[src/rtl/core_pkg.sv]
// Shared core types and constants for the vector unit's memory-side datapath.
// Holds the VRF word type plus the narrower memory beat type used by the store serializer.
package core_pkg;

  localparam int unsigned VrfDataWidth  = 64;
  localparam int unsigned MemBeatWidth  = 32;
  localparam int unsigned StoreBufDepth = 4;

  typedef logic [VrfDataWidth-1:0] vrf_data_t;
  typedef logic [MemBeatWidth-1:0] mem_beat_t;

  // Counter width for n states, never narrower than one bit.
  function automatic int unsigned cnt_width(input int unsigned n);
    return (n > 1) ? $clog2(n) : 1;
  endfunction

endpackage

[src/rtl/sync_fifo.sv]
// Single-clock FIFO with synchronous active-high reset and flush.
// Full/empty use an extra pointer MSB, so all Depth entries are usable.
module sync_fifo #(
  parameter int unsigned Depth = 4,
  parameter type         data_t = logic [63:0]
) (
  input  logic  clk_i,
  input  logic  rst_i,
  input  logic  flush_i,
  input  logic  push_i,
  input  data_t wdata_i,
  input  logic  pop_i,
  output data_t rdata_o,
  output logic  full_o,
  output logic  empty_o
);

  localparam int unsigned PtrW = $clog2(Depth);

  logic [PtrW:0] wr_ptr_q, wr_ptr_d;
  logic [PtrW:0] rd_ptr_q, rd_ptr_d;
  data_t         mem_q [Depth];
  logic          push_en;
  logic          pop_en;

  assign full_o  = (wr_ptr_q[PtrW] != rd_ptr_q[PtrW]) &&
                   (wr_ptr_q[PtrW-1:0] == rd_ptr_q[PtrW-1:0]);
  assign empty_o = (wr_ptr_q == rd_ptr_q);
  assign push_en = push_i && !full_o && !flush_i;
  assign pop_en  = pop_i && !empty_o && !flush_i;
  assign rdata_o = mem_q[rd_ptr_q[PtrW-1:0]];

  // NOTE: every variable gets a default first so no path leaves it unassigned (no latch).
  always_comb begin
    wr_ptr_d = wr_ptr_q;
    rd_ptr_d = rd_ptr_q;
    if (flush_i) begin
      wr_ptr_d = '0;
      rd_ptr_d = '0;
    end else begin
      if (push_en) wr_ptr_d = wr_ptr_q + 1'b1;
      if (pop_en)  rd_ptr_d = rd_ptr_q + 1'b1;
    end
  end

  always_ff @(posedge clk_i) begin
    if (rst_i) begin
      wr_ptr_q <= '0;
      rd_ptr_q <= '0;
    end else begin
      wr_ptr_q <= wr_ptr_d;
      rd_ptr_q <= rd_ptr_d;
    end
  end

  // NOTE: storage is deliberately not reset; the pointers alone decide which entries are live.
  always_ff @(posedge clk_i) begin
    if (push_en) mem_q[wr_ptr_q[PtrW-1:0]] <= wdata_i;
  end

endmodule

[src/rtl/store_op_serializer.sv]
// Buffers VRF store words from rvv_core and serializes each into MemWidth beats with a last marker.
// Optional macro STORE_OP_SERIALIZER_PERF_EN adds stall_cycles_o / words_done_o counters.
module store_op_serializer
  import core_pkg::*;
#(
  parameter int unsigned Depth    = StoreBufDepth,
  parameter int unsigned MemWidth = MemBeatWidth
) (
  input  logic                    clk_i,
  input  logic                    rst_i,
  input  logic                    flush_i,
  input  logic                    store_op_valid_i,
  input  logic [VrfDataWidth-1:0] store_op_i,
  output logic                    store_op_gnt_o,
  output logic                    mem_valid_o,
  output logic [MemWidth-1:0]     mem_data_o,
  output logic                    mem_last_o,
  input  logic                    mem_ready_i
`ifdef STORE_OP_SERIALIZER_PERF_EN
  ,
  output logic [31:0]             stall_cycles_o,
  output logic [31:0]             words_done_o
`endif
);

  localparam int unsigned NumBeats = VrfDataWidth / MemWidth;
  localparam int unsigned BeatCntW = cnt_width(NumBeats);

  if (Depth < 2 || (Depth & (Depth - 1)) != 0) begin : g_bad_depth
    $error("store_op_serializer: Depth must be a power of two >= 2");
  end
  if (MemWidth == 0 || (VrfDataWidth % MemWidth) != 0) begin : g_bad_width
    $error("store_op_serializer: MemWidth must divide VrfDataWidth");
  end

  typedef enum logic {
    IDLE = 1'b0,
    SEND = 1'b1
  } state_e;

  state_e                state_q, state_d;
  vrf_data_t             shreg_q, shreg_d;
  logic [BeatCntW-1:0]   beat_cnt_q, beat_cnt_d;
  logic                  rst_hold_q;

  logic                  fifo_full;
  logic                  fifo_empty;
  logic                  fifo_pop;
  vrf_data_t             fifo_rdata;
  logic                  beat_last;

  // Grant stays low for the reset cycle and the one after it.
  assign store_op_gnt_o = store_op_valid_i && !fifo_full && !flush_i && !rst_i && !rst_hold_q;

  sync_fifo #(
    .Depth  (Depth),
    .data_t (vrf_data_t)
  ) u_fifo (
    .clk_i   (clk_i),
    .rst_i   (rst_i),
    .flush_i (flush_i),
    .push_i  (store_op_gnt_o),
    .wdata_i (store_op_i),
    .pop_i   (fifo_pop),
    .rdata_o (fifo_rdata),
    .full_o  (fifo_full),
    .empty_o (fifo_empty)
  );

  assign beat_last   = (beat_cnt_q == BeatCntW'(NumBeats - 1));
  assign mem_valid_o = (state_q == SEND) && !rst_i;
  assign mem_last_o  = mem_valid_o && beat_last;
  assign mem_data_o  = mem_valid_o ? shreg_q[MemWidth-1:0] : '0;

  always_comb begin
    state_d    = state_q;
    shreg_d    = shreg_q;
    beat_cnt_d = beat_cnt_q;
    fifo_pop   = 1'b0;

    unique case (state_q)
      IDLE: begin
        if (!fifo_empty) begin
          fifo_pop   = 1'b1;
          shreg_d    = fifo_rdata;
          beat_cnt_d = '0;
          state_d    = SEND;
        end
      end
      SEND: begin
        if (mem_ready_i) begin
          if (!beat_last) begin
            shreg_d    = shreg_q >> MemWidth;
            beat_cnt_d = beat_cnt_q + 1'b1;
          end else if (!fifo_empty) begin
            // Back-to-back words: reload without an idle bubble.
            fifo_pop   = 1'b1;
            shreg_d    = fifo_rdata;
            beat_cnt_d = '0;
          end else begin
            state_d = IDLE;
          end
        end
      end
      default: state_d = IDLE;
    endcase

    // Flush wins over any pop; a beat handshaked this cycle is still delivered.
    if (flush_i) begin
      state_d    = IDLE;
      beat_cnt_d = '0;
      fifo_pop   = 1'b0;
    end
  end

  // NOTE: sequential state uses non-blocking assignments so every flop samples pre-edge values.
  always_ff @(posedge clk_i) begin
    if (rst_i) begin
      state_q    <= IDLE;
      shreg_q    <= '0;
      beat_cnt_q <= '0;
    end else begin
      state_q    <= state_d;
      shreg_q    <= shreg_d;
      beat_cnt_q <= beat_cnt_d;
    end
  end

  always_ff @(posedge clk_i) begin
    rst_hold_q <= rst_i;
  end

`ifdef STORE_OP_SERIALIZER_PERF_EN
  logic [31:0] stall_cnt_q, stall_cnt_d;
  logic [31:0] words_cnt_q, words_cnt_d;

  // Saturating counters; flush leaves them untouched.
  always_comb begin
    stall_cnt_d = stall_cnt_q;
    words_cnt_d = words_cnt_q;
    if (mem_valid_o && !mem_ready_i && (stall_cnt_q != '1)) stall_cnt_d = stall_cnt_q + 32'd1;
    if (mem_valid_o && mem_ready_i && mem_last_o && (words_cnt_q != '1)) words_cnt_d = words_cnt_q + 32'd1;
  end

  always_ff @(posedge clk_i) begin
    if (rst_i) begin
      stall_cnt_q <= '0;
      words_cnt_q <= '0;
    end else begin
      stall_cnt_q <= stall_cnt_d;
      words_cnt_q <= words_cnt_d;
    end
  end

  assign stall_cycles_o = stall_cnt_q;
  assign words_done_o   = words_cnt_q;
`endif

endmodule

[config.mk]
export PLATFORM = sky130hd
export DESIGN_NAME = store_op_serializer
export DESIGN_NICKNAME = d
export VERILOG_FILES = /design/src/rtl/core_pkg.sv /design/src/rtl/sync_fifo.sv /design/src/rtl/store_op_serializer.sv
export SDC_FILE = /design/constraint.sdc
export NUM_CORES = 1
export LEC_CHECK = 0
export CAP_MARGIN = 15
export CORE_ASPECT_RATIO = 0.75
export CORE_MARGIN = 8
export CORE_UTILIZATION = 36
export CTS_CLUSTER_SIZE = 25
export DETAILED_ROUTE_END_ITERATION = 8
export GPL_ROUTABILITY_DRIVEN = 0
export PLACE_DENSITY = 0.55
export SLEW_MARGIN = 10
export SYNTH_ARGS = -nofsm -noshare
export SYNTH_HDL_FRONTEND = slang
export SYNTH_SLANG_ARGS = --single-unit
[constraint.sdc]
create_clock -name clk_i -period 3.9 [get_ports clk_i]
set_input_delay 0.78 -clock clk_i [delete_from_list [all_inputs] [get_ports clk_i]]
set_output_delay 0.78 -clock clk_i [all_outputs]
set_load 0.005 [all_outputs]
==> reports/results.tsv <==
metric	value	unit
status	finished clean	
Post-synth ARST share	0	%
unrepaired setup endpoints after global routing	no	
Slew Limit Fails	0	
utilization after layout	45.1	%
Netlist cell types	39	
crit path kind	in -> out	
CP cell instances	clkdlybuf4s50_1 > or2_2 > a311oi_4 > clkdlybuf4s50_1	
Final setup viols	0	
Syn Inst Count	681	
#FFs+latches synth	331	
slowest cell delay on critical path	0.61	ns
Slowest cell on crit path	clkdlybuf4s50_1	
fmax	296	MHz
root buf cell	clkbuf_16	
cts repair resizes	0	
Die H	176	um
Yosys Warn Count	0	
WP data arrival	2.60	ns
total track usage	13.7	%
Hold Crit Class	reg -> reg	
initial antenna violation count	2	
layout cells sized above 1	18.6	%
most common cell after layout, fill and taps aside	edfxtp_1	
clk buf depth	3	
vias	6374	
die footprint	40600	um2
period utilization	86.7	%
# IOs	104	
Fin. Hold Viols	0	
clock sinks	331	
Synth Area in Compound Gates	3.57	%
Fin Hold WS	0.481	ns
most frequent cells in the layout	edfxtp_1, clkdlybuf4s50_1, nor2_1	
later-pin clock latency in the skew report	0.51	ns
Post-Syn Nets	755	
R2R setup slack	1.52	ns
first-pass GRT wire length	42700	um
R2R Path Start	u_fifo.wr_ptr_q[0]	
crit path capture type	primary output	
vias in the first global route	6941	
TritonCTS clock tree	built	
Post-CTS Setup Inserts	0	
Power Density	489	nW/um2
main combinational cell family by area after synthesis	multiplexers	
Max-slew headroom	30.8	%
Finished Layout Cells	1278	
mean post-synth cell area	18.1	um2
Cell Rows	58	
Final min period	3.38	ns
Num CTS Buffers	35	
vias per std cell	4.99	
IO buf count	103	
per-cell routed wire length	21.8	um
peak supply drop	0.229	mV
H-tree depth	2	
Req. time, crit path	3.12	ns
Post-Route WL	27800	um
min-delay src	shreg_q[35]	
total power	7.42	mW
sequential area share after synthesis	74.4	%
startpoint types	primary input	
most frequent CP cell	clkdlybuf4s50_1	
Slew @ Worst Pin	1.04	ns
mux contribution to synthesized area	11.8	%
post-synthesis simple-gate area fraction	7.28	%
Post-Place Cells	1215	
number of detailed-route iterations in the first pass	4	
Die X	230	um
XOR/XNOR share of the synthesized area	0.628	%
drt drc	0	
core area	33700	um2
total global routing overflow	0	
final worst slack	0.520	ns
Worst Setup SP	flush_i	
Worst Path Max Fanout	10	
Synth Area in Adders	0.507	%
dpl hpwl	17300	um
nets	876	
CTS Hold Buffers Added	0	
fin area	15200	um2
Final ANT Viol Nets	0	
pre-CTS setup slack	0.535	ns
Max Cap Viol	0	
TNS Setup	0	ns
pin count of the biggest net entering global routing	65	
Post-synth EDFFs	256	
Worst-path clk slew	0.06	ns
Cell Area, Synth	12400	um2
Initial Util	36.7	%
clock skew	0.0164	ns
1st-iter DRT viols	405	
synthesis-to-finish area growth	22.9	%
Main synth FF type	edfxtp_1	
static leakage	4.93	nW
ant diodes	0	
placed cell area	14000	um2
==> cell families (layout without fill, tap and decap cells) <==
group,Yosys count,in the layout
flops,331,331
simple gates,181,181
mux,66,66
compound gates,48,48
buf+inv,42,189
xor+xnor,8,8
fa+ha+maj,5,5
==> worst max-delay path, delay by kind of cell <==
family	cells	cell delay, ns
buffers and inverters	2	1.00
AND/OR/NAND/NOR	1	0.38
AO/OA/AOI/OAI	1	0.44
==> state kept, by name, indices dropped and copies added, names as in the netlist, named ones only <==
register	flops
beat_cnt_q	1
rst_hold_q	1
shreg_q	64
state_q	1
u_fifo.mem_q	256
u_fifo.rd_ptr_q	3
u_fifo.wr_ptr_q	3
==> where the power goes <==
group | total, mW | leakage, nW | switching [mW] | internal (mW)
registers | 3.85 | 2.91 | 0.0199 | 3.83
logic | 0.226 | 1.43 | 0.116 | 0.109
clock network | 3.35 | 0.583 | 1.30 | 2.05
==> Yosys cell counts, types with 2 or more instances <==
| cell type | instances | area share (%) |
|---|---|---|
| nor2_1 | 97 | 2.9 |
| o21ai_0 | 3 | 0.12 |
| and2_1 | 37 | 1.9 |
| nand2b_1 | 3 | 0.15 |
| buf_4 | 4 | 0.24 |
| mux2i_1 | 2 | 0.16 |
| nor2_2 | 2 | 0.10 |
| ha_1 | 5 | 0.51 |
| inv_1 | 5 | 0.15 |
| nand3b_1 | 3 | 0.18 |
| nor4_2 | 2 | 0.20 |
| clkbuf_1 | 15 | 0.46 |
| nor2b_1 | 2 | 0.10 |
| nor3_1 | 3 | 0.12 |
| dfxtp_1 | 75 | 12 |
| nor4_1 | 29 | 1.5 |
| xor2_1 | 4 | 0.28 |
| edfxtp_1 | 256 | 62 |
| buf_2 | 13 | 0.53 |
| a21oi_1 | 4 | 0.16 |
| a22o_1 | 31 | 2.2 |
| xnor2_1 | 3 | 0.21 |
| buf_6 | 4 | 0.36 |
| mux4_2 | 64 | 12 |
==> cell type report <==
| class | count | area (um2) |
|---|---|---|
| clock inverter | 15 | 150 |
| clock buffer | 48 | 1030 |
| inverter | 5 | 18.8 |
| tap | 450 | 563 |
| fill | 2934 | 18500 |
| multi-input combinational | 308 | 2960 |
| sequential | 331 | 9200 |
| timing repair buffer | 121 | 1260 |
==> worst paths after layout <==
check / end / cells after the start
worst max register to register: u_fifo.mem_q[2][10] / 4
worst min register to register: shreg_q[35] / 1
worst max-delay path: store_op_gnt_o / 4
worst min-delay path: shreg_q[35] / 1
==> layer usage <==
layer / wire length [um] / track usage (%)
met4: 517 / 3.64
met1: 12400 / 17.9
met5: 23 / 0
met3: 1440 / 2.89
met2: 13500 / 22.9
No activity file was read; power rests on OpenSTA's default activity.
